<file path="src/rtl/mic_pkg.sv">
// Shared constants and transmitter FSM encoding for the microphone-array audio path.
// The receiver model imports the same state type so both sides decode identically.
package mic_pkg;

  localparam int I2S_SLOT_W = 32;
  localparam int I2S_DATA_W = 24;

  typedef enum logic [1:0] {
    S_SYNC,
    S_SHIFT,
    S_PAD
  } i2s_tx_state_t;

endpackage

</file>
<file path="src/rtl/i2s_slot_shifter.sv">
// Parallel-load MSB-first shifter with a sent-bit counter.
// Loading counts the MSB as already sent, because the parent registers it in the load cycle.
module i2s_slot_shifter
  import mic_pkg::*;
#(
  parameter int DATA_W = I2S_DATA_W,
  parameter int SLOT_W = I2S_SLOT_W
) (
  input  logic              clk,
  input  logic              rst,
  input  logic              load,
  input  logic [DATA_W-1:0] load_dat,
  input  logic              shift,
  output logic              msb,
  output logic              done
);

  localparam int CNT_W = $clog2(SLOT_W) + 1;
  localparam logic [CNT_W-1:0] BITS = CNT_W'(DATA_W);

  logic [DATA_W-1:0] sr;
  logic [CNT_W-1:0]  cnt;

  always_ff @(posedge clk or posedge rst) begin
    if (rst) begin
      sr  <= '0;
      cnt <= '0;
    end else if (load) begin
      sr  <= load_dat << 1;
      cnt <= CNT_W'(1);
    end else if (shift) begin
      sr  <= sr << 1;
      cnt <= cnt + CNT_W'(1);
    end
  end

  assign msb  = sr[DATA_W-1];
  assign done = (cnt >= BITS);

endmodule

</file>
<file path="src/rtl/i2s_mic_tx.sv">
// I2S transmitter: MSB lands on o_dat at the LRCK-change posedge (one-bit delay), DATA_W bits then zero pad.
// A one-pair pending buffer holds o_ready low until the next left-slot start; an empty buffer yields a zero frame.
module i2s_mic_tx
  import mic_pkg::*;
#(
  parameter int DATA_W = I2S_DATA_W,
  parameter int SLOT_W = I2S_SLOT_W
) (
  input  logic              i_BCLK,
  input  logic              i_rst,
  input  logic              i_LRCK,
  input  logic              i_valid,
  input  logic [DATA_W-1:0] i_left,
  input  logic [DATA_W-1:0] i_right,
  output logic              o_ready,
  output logic              o_dat,
  output logic              o_underrun,
  output logic              o_slot_err
);

  logic              lrck_q;
  logic              lrck_seen;
  logic              pend_full;
  logic [DATA_W-1:0] pend_l;
  logic [DATA_W-1:0] pend_r;
  logic [DATA_W-1:0] shadow;
  logic [DATA_W-1:0] load_dat;
  i2s_tx_state_t     state;

  logic lr_edge;
  logic left_start;
  logic right_start;
  logic slot_start;
  logic accept;
  logic sh_msb;
  logic sh_done;
  logic sh_shift;

  // Rising edges before the first left slot are ignored so a frame never starts mid-pair.
  assign lr_edge     = lrck_seen && (i_LRCK != lrck_q);
  assign left_start  = lr_edge && !i_LRCK;
  assign right_start = lr_edge && i_LRCK && (state != S_SYNC);
  assign slot_start  = left_start || right_start;
  assign accept      = i_valid && !pend_full;
  assign o_ready     = !pend_full;
  assign load_dat    = left_start ? (pend_full ? pend_l : '0) : shadow;
  assign sh_shift    = (state == S_SHIFT) && !slot_start && !sh_done;

  always_ff @(posedge i_BCLK or posedge i_rst) begin
    if (i_rst) begin
      lrck_q    <= 1'b0;
      lrck_seen <= 1'b0;
    end else begin
      lrck_q    <= i_LRCK;
      lrck_seen <= 1'b1;
    end
  end

  // A pair accepted on a left-start edge only fills pending; it goes out next frame.
  always_ff @(posedge i_BCLK or posedge i_rst) begin
    if (i_rst) begin
      pend_full <= 1'b0;
      pend_l    <= '0;
      pend_r    <= '0;
      shadow    <= '0;
    end else begin
      if (accept) begin
        pend_full <= 1'b1;
        pend_l    <= i_left;
        pend_r    <= i_right;
      end else if (left_start) begin
        pend_full <= 1'b0;
      end
      if (left_start) begin
        shadow <= pend_full ? pend_r : '0;
      end
    end
  end

  always_ff @(posedge i_BCLK or posedge i_rst) begin
    if (i_rst) begin
      state      <= S_SYNC;
      o_dat      <= 1'b0;
      o_underrun <= 1'b0;
      o_slot_err <= 1'b0;
    end else begin
      o_underrun <= left_start && !pend_full;
      o_slot_err <= slot_start && (state == S_SHIFT) && !sh_done;
      if (slot_start) begin
        state <= S_SHIFT;
        o_dat <= load_dat[DATA_W-1];
      end else begin
        case (state)
          S_SHIFT: begin
            if (sh_done) begin
              state <= S_PAD;
              o_dat <= 1'b0;
            end else begin
              o_dat <= sh_msb;
            end
          end
          default: o_dat <= 1'b0;
        endcase
      end
    end
  end

  i2s_slot_shifter #(
    .DATA_W(DATA_W),
    .SLOT_W(SLOT_W)
  ) u_shifter (
    .clk     (i_BCLK),
    .rst     (i_rst),
    .load    (slot_start),
    .load_dat(load_dat),
    .shift   (sh_shift),
    .msb     (sh_msb),
    .done    (sh_done)
  );

endmodule

</file>
<file path="config.mk">
export PLATFORM = sky130hd
export DESIGN_NAME = i2s_mic_tx
export DESIGN_NICKNAME = d
export VERILOG_FILES = /design/src/rtl/mic_pkg.sv /design/src/rtl/i2s_slot_shifter.sv /design/src/rtl/i2s_mic_tx.sv
export SDC_FILE = /design/constraint.sdc
export NUM_CORES = 1
export LEC_CHECK = 0
export CORE_AREA = 2 2 94 96
export CTS_CLUSTER_DIAMETER = 60
export DETAILED_ROUTE_END_ITERATION = 12
export DIE_AREA = 0 0 96 98
export PLACE_DENSITY = 0.78
export SYNTH_ARGS = -nofsm -noshare
export SYNTH_HDL_FRONTEND = slang
export SYNTH_SLANG_ARGS = --single-unit
export TNS_END_PERCENT = 20
</file>
<file path="constraint.sdc">
create_clock -name i_BCLK -period 4.77 [get_ports i_BCLK]
set_input_delay 0.954 -clock i_BCLK [delete_from_list [all_inputs] [get_ports i_BCLK]]
set_output_delay 0.954 -clock i_BCLK [all_outputs]
set_load 0.03 [all_outputs]
</file>
==> metrics.csv, run 1 <==
stage,metric,value,unit
sta,setup_tns,0,ns
power,finalPower,2.924,mW
clocking,root_buffer,clkbuf_8,
clocking,cts_repair_resize_count,0,
cells_and_area,fill_cells,652,
global_routing,overflow,0,
logic_synthesis,netlist.area_leader.share,0.5997,
logic_synthesis,ys_warn_count,0,
setup_path,r2r-start,pend_full,
cells_and_area,multiInputGateArea,0.001652,sq mm
setup_path,endpoint_kind,primary output,
sta,maxSlewHeadroom,0.2721,
sta,min_period_over_period,0.5690,
clocking,cts_tree,done,
logic_synthesis,synth_area,0.004548,sq mm
clocking,cts.sinks,109,
logic_synthesis,synth_common_cells,"dfrtp_1, mux2_2, mux2i_1",
cells_and_area,seq_area,0.002728,sq mm
setup_path,worstPathArrival,1.76,ns
floorplan,rows,34,
clocking,clkTransAtPathRegs,0.11,ns
setup_path,critical_path.max_fanout,4,
routing,wl_per_cell,17.12,um
setup_path,path_cells,inv_1 -> clkdlybuf4s50_1,
routing,route.detailed.drc,0,
sta,setup_viol,0,
logic_synthesis,synthTopCellsByArea,"dfrtp_1, mux2_2, mux2i_1",
floorplan,dieArea,0.009408,sq mm
routing,drt_pass1_iterations,5,
placement,hpwl,5514,um
global_routing,grt_pass1_wl,13800,um
logic_synthesis,syn-num-nets,370,
global_routing,grt_pass1_vias,2744,
sta,fmax,368.4,MHz
sta,tightest_slew,1.090,ns
logic_synthesis,synth-edff-count,0,
logic_synthesis,synth.most_common_cell,dfrtp_1,
setup_path,critical-path-slowest-cell,clkdlybuf4s50_1,
floorplan,core_area,0.008466,sq mm
logic_synthesis,ys_types,33,
job,maxCapViolCount,0,
logic_synthesis,synth_ff_type,dfrtp_1,
sta,skew,0.01280,ns
placement,portBuffers,55,
sta,hold_violations,0,
setup_path,cpPeakStageDelay,0.72,ns
sta,rsz0062_at_grt,false,
clocking,cts_htree_levels,3,
setup_path,worstSetupPathType,reg -> out,
floorplan,die_y,98,um
global_routing,antenna_found_initial,0,
setup_path,startpoint,pend_full,
routing,postRouteWirelength,8182,um
global_routing,grt_start_max_net_pins,64,
floorplan,initial_core_util,0.5372,
logic_synthesis,synth_top_area_cell,dfrtp_1,
routing,antenna_left,0,
sta,drv_slew,0,
clocking,postCtsSetupRepairBufs,0,
logic_synthesis,avgSynthCellArea,14.39,sq um
worst_hold_path,hp-start,pend_r[13],
clocking,cts_hold_buf,0,
global_routing,grt_util_all_layers,0.1912,
routing,drt_iter0_markers,178,
floorplan,io_pins,56,
power,power.density,551.3,mW/mm^2
placement,gp_congestion,0.7247,
setup_path,cp.required,3.82,ns
logic_synthesis,async_flop_share,1.000,
logic_synthesis,synth_cells,316,
logic_synthesis,synth_seq_cells,109,
cells_and_area,diodes,0,
routing,vias_per_cell,5.659,
sta,layout_min_cycle_time,2.714,ns
worst_hold_path,hold_class,reg -> reg,
clocking,clkLatencyLatePin,0.38,ns
clocking,cts_buffers,9,
cells_and_area,area_growth,16.64,%
cells_and_area,fin_nets,419,
floorplan,die_w,96,um
power,ir_drop,259.8,uV
routing,vias,2705,
run_status,status,"finished, final reports clean",
logic_synthesis,yosysSeqAreaShare,0.5997,
setup_path,cp-start-kind,register,
power,leakage,2.249,nW
clocking,clock_path_buffers,2,
cells_and_area,drive_gt1_frac,0.2054,
[final timing paths]
kind                                     to  cells past startpoint  slack (ns)
max reg2reg                       pend_r[6]                      3        2.66
min                              shadow[13]                      1        0.50
min in group asynchronous  u_shifter.sr[12]                      2        1.06
max in group asynchronous         pend_l[6]                      3        2.87
max                                 o_ready                      2        2.06
min reg2reg                      shadow[13]                      1        0.50
[power breakdown]
| group | internal [mW] | leakage, nW | switching, mW |
|---|---|---|---|
| Sequential | 1.32 | 1.34 | 0.251 |
| Clock | 0.207 | 0.0981 | 0.334 |
| Combinational | 0.479 | 0.806 | 0.337 |
| Total | 2.00 | 2.25 | 0.921 |
[through the flow]
step                area, sq um  cells    util  hold WS [ns]  worst slack (ns)
floorplan                  4548    316       -        0.4622            0.9421
global placement           5112    462  0.6039        0.4721             1.681
detailed placement         5112    462  0.6039        0.4801             1.636
CTS                        5305    478  0.6267        0.5070             2.039
global route               5305    478  0.6267        0.5268             1.956
finish                     5305    478  0.6267        0.5017             2.056
[cell families (layout without fill, tap and decap cells)]
family          count (synthesis)  after routing  synth area share
buf+inv                        25             79           0.03989
flops                         109            109            0.5997
mux                            94             94            0.2201
other cells                     1              1         0.0008245
simple gates                   26             26           0.03081
fa+ha+maj                       2              2          0.005501
compound gates                 57             57           0.09931
xor+xnor                        2              2          0.003852
[area by class of cell]
type | count | area share
timing repair buffer | 59 | 0.1094
multi-input combinational | 182 | 0.3113
clock buffer | 10 | 0.02406
clock inverter | 6 | 0.01226
inverter | 4 | 0.003302
tap | 108 | 0.02547
sequential | 109 | 0.5142
[critical path: cells and delay by family, from the launching register on]
family / cells / cell delay, ns
DFF: 1 / 0.45
buffers and inverters: 2 / 0.94
[registers in the layout, summed over array words and instances, names as in the netlist, 2 cells and up]
name and flops:
pend_l 24, pend_r 24, shadow 24, state 2, u_shifter.cnt 6, u_shifter.sr 23
[cells in the final DEF (no fill, tap or decap), types with 2 or more instances in the layout]
cell,count
a22o_1,24
a22oi_1,24
and2_1,2
buf_4,4
clkbuf_8,9
clkdlybuf4s50_1,55
dfrtp_1,109
ha_1,2
inv_1,3
inv_6,2
inv_8,2
mux2_2,48
mux2i_1,46
nand2_1,5
nand3_1,2
nor2_1,7
nor2b_1,2
o21ai_0,3
xor2_1,2
[routing by layer]
metal / vias up / part of all wire / global-route usage
met5: - / 0 / 0
met3: 7 / 0.038 / 0.05478
li1: 1242 / - / -
met1: 1405 / 0.45 / 0.2741
met2: 51 / 0.50 / 0.2885
met4: 0 / 0.010 / 0.04945
Note: power is estimated with default switching activity, not from simulation.
==> inputs of run 2 (changes only) <==
clock period = 2.8 ns   (was 4.77 ns; I/O delays follow)
==> metrics.csv, run 2 (synthesis gave the netlist of run 1 again) <==
stage,metric,value,unit,change
sta,setup_tns,0,ns,unchanged
global_routing,met2_usage,0.2634,,was 0.2885
placement,hpwl,5500,um,was 5514 um
global_routing,grt_pass1_vias,2716,,was 2744
routing,vias,2696,,was 2705
floorplan,io_pins,56,,unchanged
clocking,cts_hold_buf,0,,unchanged
cells_and_area,multiInputGateArea,0.001652,sq mm,unchanged
global_routing,grt_start_max_net_pins,110,,was 64
sta,drv_slew,0,,unchanged
floorplan,initial_core_util,0.5372,,unchanged
global_routing,grt_util_all_layers,0.1929,,was 0.1912
cells_and_area,reg.largest.list,"pend_l: 24 flops, pend_r: 24 flops, shadow: 24 flops",,unchanged
routing,antenna_left,0,,unchanged
sta,hold_violations,0,,unchanged
routing,wl_per_cell,17.18,um,was 17.12 um
setup_path,endpoint_kind,register,,was primary output
clocking,cts_htree_levels,3,,unchanged
setup_path,worstSetupPathType,in -> reg,,was reg -> out
global_routing,met3_usage,0.04167,,was 0.05478
power,power.density,955.1,mW/mm^2,was 551.3 mW/mm^2
run_status,status,"finished, final reports clean",,unchanged
cells_and_area,fin_nets,421,,was 419
floorplan,die_y,98,um,unchanged
clocking,postCtsSetupRepairBufs,0,,unchanged
cells_and_area,seq_area,0.002728,sq mm,unchanged
power,finalPower,5.127,mW,was 2.924 mW
clocking,cts_repair_resize_count,0,,unchanged
setup_path,cp.required,3.09,ns,was 3.82 ns
sta,min_period_over_period,0.8222,,
setup_path,worstPathArrival,2.59,ns,was 1.76 ns
routing,route.detailed.drc,0,,unchanged
floorplan,core_area,0.008466,sq mm,unchanged
clocking,cts_buffers,9,,unchanged
global_routing,grt_pass1_wl,13810,um,was 13800 um
sta,rsz0062_at_grt,false,,unchanged
cells_and_area,final_common_cell,dfrtp_1,,unchanged
cells_and_area,drive_gt1_frac,0.2070,,was 0.2054
cells_and_area,area_growth,18.02,%,was 16.64%
sta,skew,0.006095,ns,was 0.01280 ns
routing,drt_pass1_iterations,4,,was 5
clocking,clock_path_buffers,2,,unchanged
routing,postRouteWirelength,8247,um,was 8182 um
floorplan,dieArea,0.009408,sq mm,unchanged
clocking,clkTransAtPathRegs,0.09,ns,was 0.11 ns
cells_and_area,diodes,0,,unchanged
sta,setup_viol,0,,unchanged
setup_path,cp-start-kind,primary input,,was register
setup_path,critical_path.max_fanout,48,,was 4
sta,holdWs,0.5016,ns,was 0.5017 ns
routing,drt_iter0_markers,113,,was 178
global_routing,overflow,0,,unchanged
sta,tightest_slew,1.057,ns,was 1.090 ns
placement,gp_congestion,0.7187,,was 0.7247
sta,finalWorstSetupSlack,0.4978,ns,was 2.056 ns
sta,layout_min_cycle_time,2.302,ns,
global_routing,antenna_found_initial,0,,unchanged
placement,portBuffers,55,,unchanged
placement,pre_cts_ws,0.1478,ns,was 1.636 ns
clocking,cts.sinks,109,,unchanged
global_routing,busiest_layer,met1,,was met2
routing,vias_per_cell,5.617,,was 5.659
worst_hold_path,hold_class,reg -> reg,,unchanged
cells_and_area,fill_cells,647,,was 652
sta,maxSlewHeadroom,0.2936,,was 0.2721
job,maxCapViolCount,0,,unchanged
power,leakage,2.272,nW,was 2.249 nW
floorplan,rows,34,,unchanged
clocking,clkLatencyLatePin,0.37,ns,was 0.38 ns
clocking,cts_tree,done,,unchanged
floorplan,die_w,96,um,unchanged
power,ir_drop,479.2,uV,was 259.8 uV
clocking,root_buffer,clkbuf_8,,unchanged
sta,fmax,434.4,MHz,
cells_and_area,finish.utilization,0.6341,,was 0.6267
cells_and_area,mostFrequentLayoutCells,"dfrtp_1, clkdlybuf4s50_1, mux2_2",,unchanged
global_routing,use_met1,0.3009,,was 0.2741
run 2: cell type report:
class,count,share of cell area
clock inverter,3,0.01259
sequential,109,0.5082
inverter,4,0.003497
tap,108,0.02517
clock buffer,13,0.02960
timing repair buffer,61,0.1133
multi-input combinational,182,0.3077
run 2: path summary, 6_finish.rpt:
check | startpoint | endpoint | slack (ns) | depth (start not counted)
worst min-delay path | pend_r[10] | shadow[10] | 0.50 | 1
min in group asynchronous | i_rst | pend_l[3] | 0.69 | 3
worst max-delay path | i_LRCK | o_dat | 0.50 | 5
worst max register to register | pend_full | o_dat | 0.79 | 4
worst min register to register | pend_r[10] | shadow[10] | 0.50 | 1
max in group asynchronous | i_rst | pend_r[21] | 1.67 | 3
run 2: metal layers:
| metal | wire (um) | part of all wire |
|---|---|---|
| met1 | 3945 | 0.48 |
| met2 | 3814 | 0.46 |
| met3 | 333 | 0.040 |
| met4 | 154 | 0.019 |
| met5 | 0 | 0 |
run 2: critical path, stage by stage:
cell,delay [ns]
clkdlybuf4s50_1,0.45
nand3b_1,0.25
nor2_4,0.83
a22oi_1,0.27
mux2i_1,0.22
run 2: through the flow:
| stage | instance area (sq um) | cells |
|---|---|---|
| 3_5_place_dp | 5141 | 464 |
| 3_3_place_gp | 5141 | 464 |
| 4_1_cts | 5368 | 480 |
| 6_report | 5368 | 480 |
| 2_1_floorplan | 4552 | 316 |
| 5_1_grt | 5368 | 480 |
run 2: power breakdown:
group          leakage [nW]  switching (mW)  internal [mW]
Clock                 0.110           0.504          0.554
Combinational         0.817           0.579          0.822
Sequential             1.34           0.421           2.25
Total                  2.27            1.50           3.62
==> inputs of run 3 (changes only) <==
clock period = 2.4 ns   (was 2.8 ns; I/O delays follow)
==> metrics.csv, run 3 (synthesis gave the netlist of run 1 again) <==
stage,metric,value,unit,change
setup_path,crit_cells,2,,was 5
floorplan,die_y,98,um,unchanged
worst_hold_path,hold_class,reg -> reg,,unchanged
placement,placed_cell_area,0.005184,sq mm,was 0.005141 sq mm
floorplan,core_area,0.008466,sq mm,unchanged
clocking,cts.sinks,109,,unchanged
global_routing,grt_util_all_layers,0.1850,,was 0.1929
routing,vias,2669,,was 2696
clocking,clkLatencyLatePin,0.35,ns,was 0.37 ns
clocking,clock_path_buffers,2,,unchanged
setup_path,cp-start-kind,register,,was primary input
cells_and_area,reg.largest.list,"pend_l: 24 flops, pend_r: 24 flops, shadow: 24 flops",,unchanged
global_routing,grt_pass1_vias,2669,,was 2716
cells_and_area,fin_nets,420,,was 421
cells_and_area,diodes,0,,unchanged
setup_path,rr_endpoint,u_shifter.sr[5],,was o_dat
sta,drv_slew,0,,unchanged
sta,maxSlewHeadroom,0.5309,,was 0.2936
clocking,postCtsSetupRepairBufs,0,,unchanged
setup_path,critical_path.max_fanout,4,,was 48
cells_and_area,area_growth,18.02,%,unchanged
clocking,cts_repair_resize_count,0,,unchanged
floorplan,rows,34,,unchanged
sta,setup_viol,0,,unchanged
routing,postRouteWirelength,8096,um,was 8247 um
setup_path,worst-r2r-setup-slack,0.66,ns,was 0.79 ns
power,power.density,1078,mW/mm^2,was 955.1 mW/mm^2
setup_path,critical-path-slowest-cell,clkdlybuf4s50_1,,was nor2_4
run_status,status,"finished, final reports clean",,unchanged
setup_path,r2r-start,u_shifter.cnt[3],,was pend_full
sta,setup_tns,0,ns,unchanged
clocking,cts_buffers,9,,unchanged
cells_and_area,drive_gt1_frac,0.2075,,was 0.2070
power,ir_drop,560.2,uV,was 479.2 uV
routing,wl_per_cell,16.90,um,was 17.18 um
clocking,root_buffer,clkbuf_8,,unchanged
setup_path,endpoint_kind,primary output,,was register
sta,fmax,458.6,MHz,
routing,vias_per_cell,5.572,,was 5.617
placement,hpwl,5288,um,was 5500 um
power,leakage,2.263,nW,was 2.272 nW
clocking,cts_tree,done,,unchanged
routing,drt_pass1_iterations,5,,was 4
setup_path,crit_path_end,o_ready,,was o_dat
global_routing,grt_start_max_net_pins,110,,unchanged
sta,min_period_over_period,0.9085,,
floorplan,die_w,96,um,unchanged
sta,layout_min_cycle_time,2.180,ns,
routing,route.detailed.drc,0,,unchanged
floorplan,dieArea,0.009408,sq mm,unchanged
setup_path,worstSetupPathType,reg -> out,,was in -> reg
setup_path,worstPathArrival,1.70,ns,was 2.59 ns
routing,antenna_left,0,,unchanged
cells_and_area,fin_area,0.005368,sq mm,unchanged
clocking,cts_htree_levels,3,,unchanged
cells_and_area,final_cells,479,,was 480
cells_and_area,final_common_cell,dfrtp_1,,unchanged
floorplan,initial_core_util,0.5372,,unchanged
routing,drt_iter0_markers,182,,was 113
sta,rsz0062_at_grt,false,,unchanged
floorplan,io_pins,56,,unchanged
global_routing,overflow,0,,unchanged
global_routing,antenna_found_initial,0,,unchanged
cells_and_area,mostFrequentLayoutCells,"dfrtp_1, clkdlybuf4s50_1, mux2_2",,unchanged
clocking,clkTransAtPathRegs,0.11,ns,was 0.09 ns
sta,hold_violations,0,,unchanged
sta,tightest_slew,0.7012,ns,was 1.057 ns
placement,gp_congestion,0.7041,,was 0.7187
job,maxCapViolCount,0,,unchanged
setup_path,crit_buf_inv,2,,was 1
setup_path,cp.required,1.92,ns,was 3.09 ns
sta,skew,0.01403,ns,was 0.006095 ns
placement,dpl.cell_count,463,,was 464
setup_path,path_delay_family,buffers and inverters,,was simple AND/OR/NAND/NOR gates
placement,pre_cts_ws,0.3088,ns,was 0.1478 ns
sta,finalWorstSetupSlack,0.2196,ns,was 0.4978 ns
placement,portBuffers,55,,unchanged
sta,holdWs,0.4894,ns,was 0.5016 ns
setup_path,path_cells,inv_1 -> clkdlybuf4s50_1,,was clkdlybuf4s50_1 -> nand3b_1 -> nor2_4 -> a22oi_1 -> mux2i_1
setup_path,startpoint,pend_full,,was i_LRCK
global_routing,grt_pass1_wl,13480,um,was 13810 um
setup_path,reg2regPathDepth,4,,unchanged
cells_and_area,fill_cells,638,,was 647
clocking,cts_hold_buf,0,,unchanged
setup_path,cpPeakStageDelay,0.71,ns,was 0.83 ns
## run 3: cell types whose count changed in the layout (fill, tap and decap cells not counted), sizes merged
cell    change
bufinv      -2
buf         -1
inv         +2
clkbuf      -2
clkinv      +2
## run 3: layer usage
layer,routed length (um),vias up,global-route usage
met4,78,0,0.05275
met1,3999,1378,0.2900
met2,3836,41,0.2687
met3,181,6,0.02855
li1,-,1244,-
met5,0,-,0
## run 3: worst min-delay path by stage
stage,startpoint,endpoint,slack (ns),cells after the start
after floorplan,pend_r[0],shadow[0],0.46,1
after global placement,pend_r[15],shadow[15],0.47,1
after detailed placement,pend_r[22],shadow[22],0.48,1
after CTS,pend_r[9],shadow[9],0.49,1
after global routing,pend_r[22],shadow[22],0.51,1
final,pend_r[9],shadow[9],0.49,1
## run 3: worst register-to-register path, stage by stage, from the launching register on
cell and delay (ns):
dfrtp_1 0.43, a21oi_2 0.29, nand2_2 0.47, mux2i_1 0.34
mux2i_1 0.09
## run 3: layout make-up
cell class,count,area [sq um],share of cell area
Clock buffer,11,141.4,0.02634
Clock inverter,5,42.54,0.007925
Inverter,4,18.77,0.003497
Multi-Input combinational cell,182,1652,0.3077
Sequential cell,109,2728,0.5082
Tap cell,108,135.1,0.02517
Timing Repair Buffer,60,650.6,0.1212
## run 3: per-stage QoR
stage,total power [mW],utilization
floorplan,4.329,-
global placement,4.698,0.6123
detailed placement,4.812,0.6123
CTS,5.831,0.6341
global route,6.154,0.6341
finish,5.786,0.6341
## run 3: power by group
| part | internal (mW) | switching [mW] |
|---|---|---|
| Clock | 0.419 | 0.603 |
| Sequential | 2.62 | 0.496 |
| Combinational | 0.971 | 0.676 |
| Total | 4.01 | 1.78 |
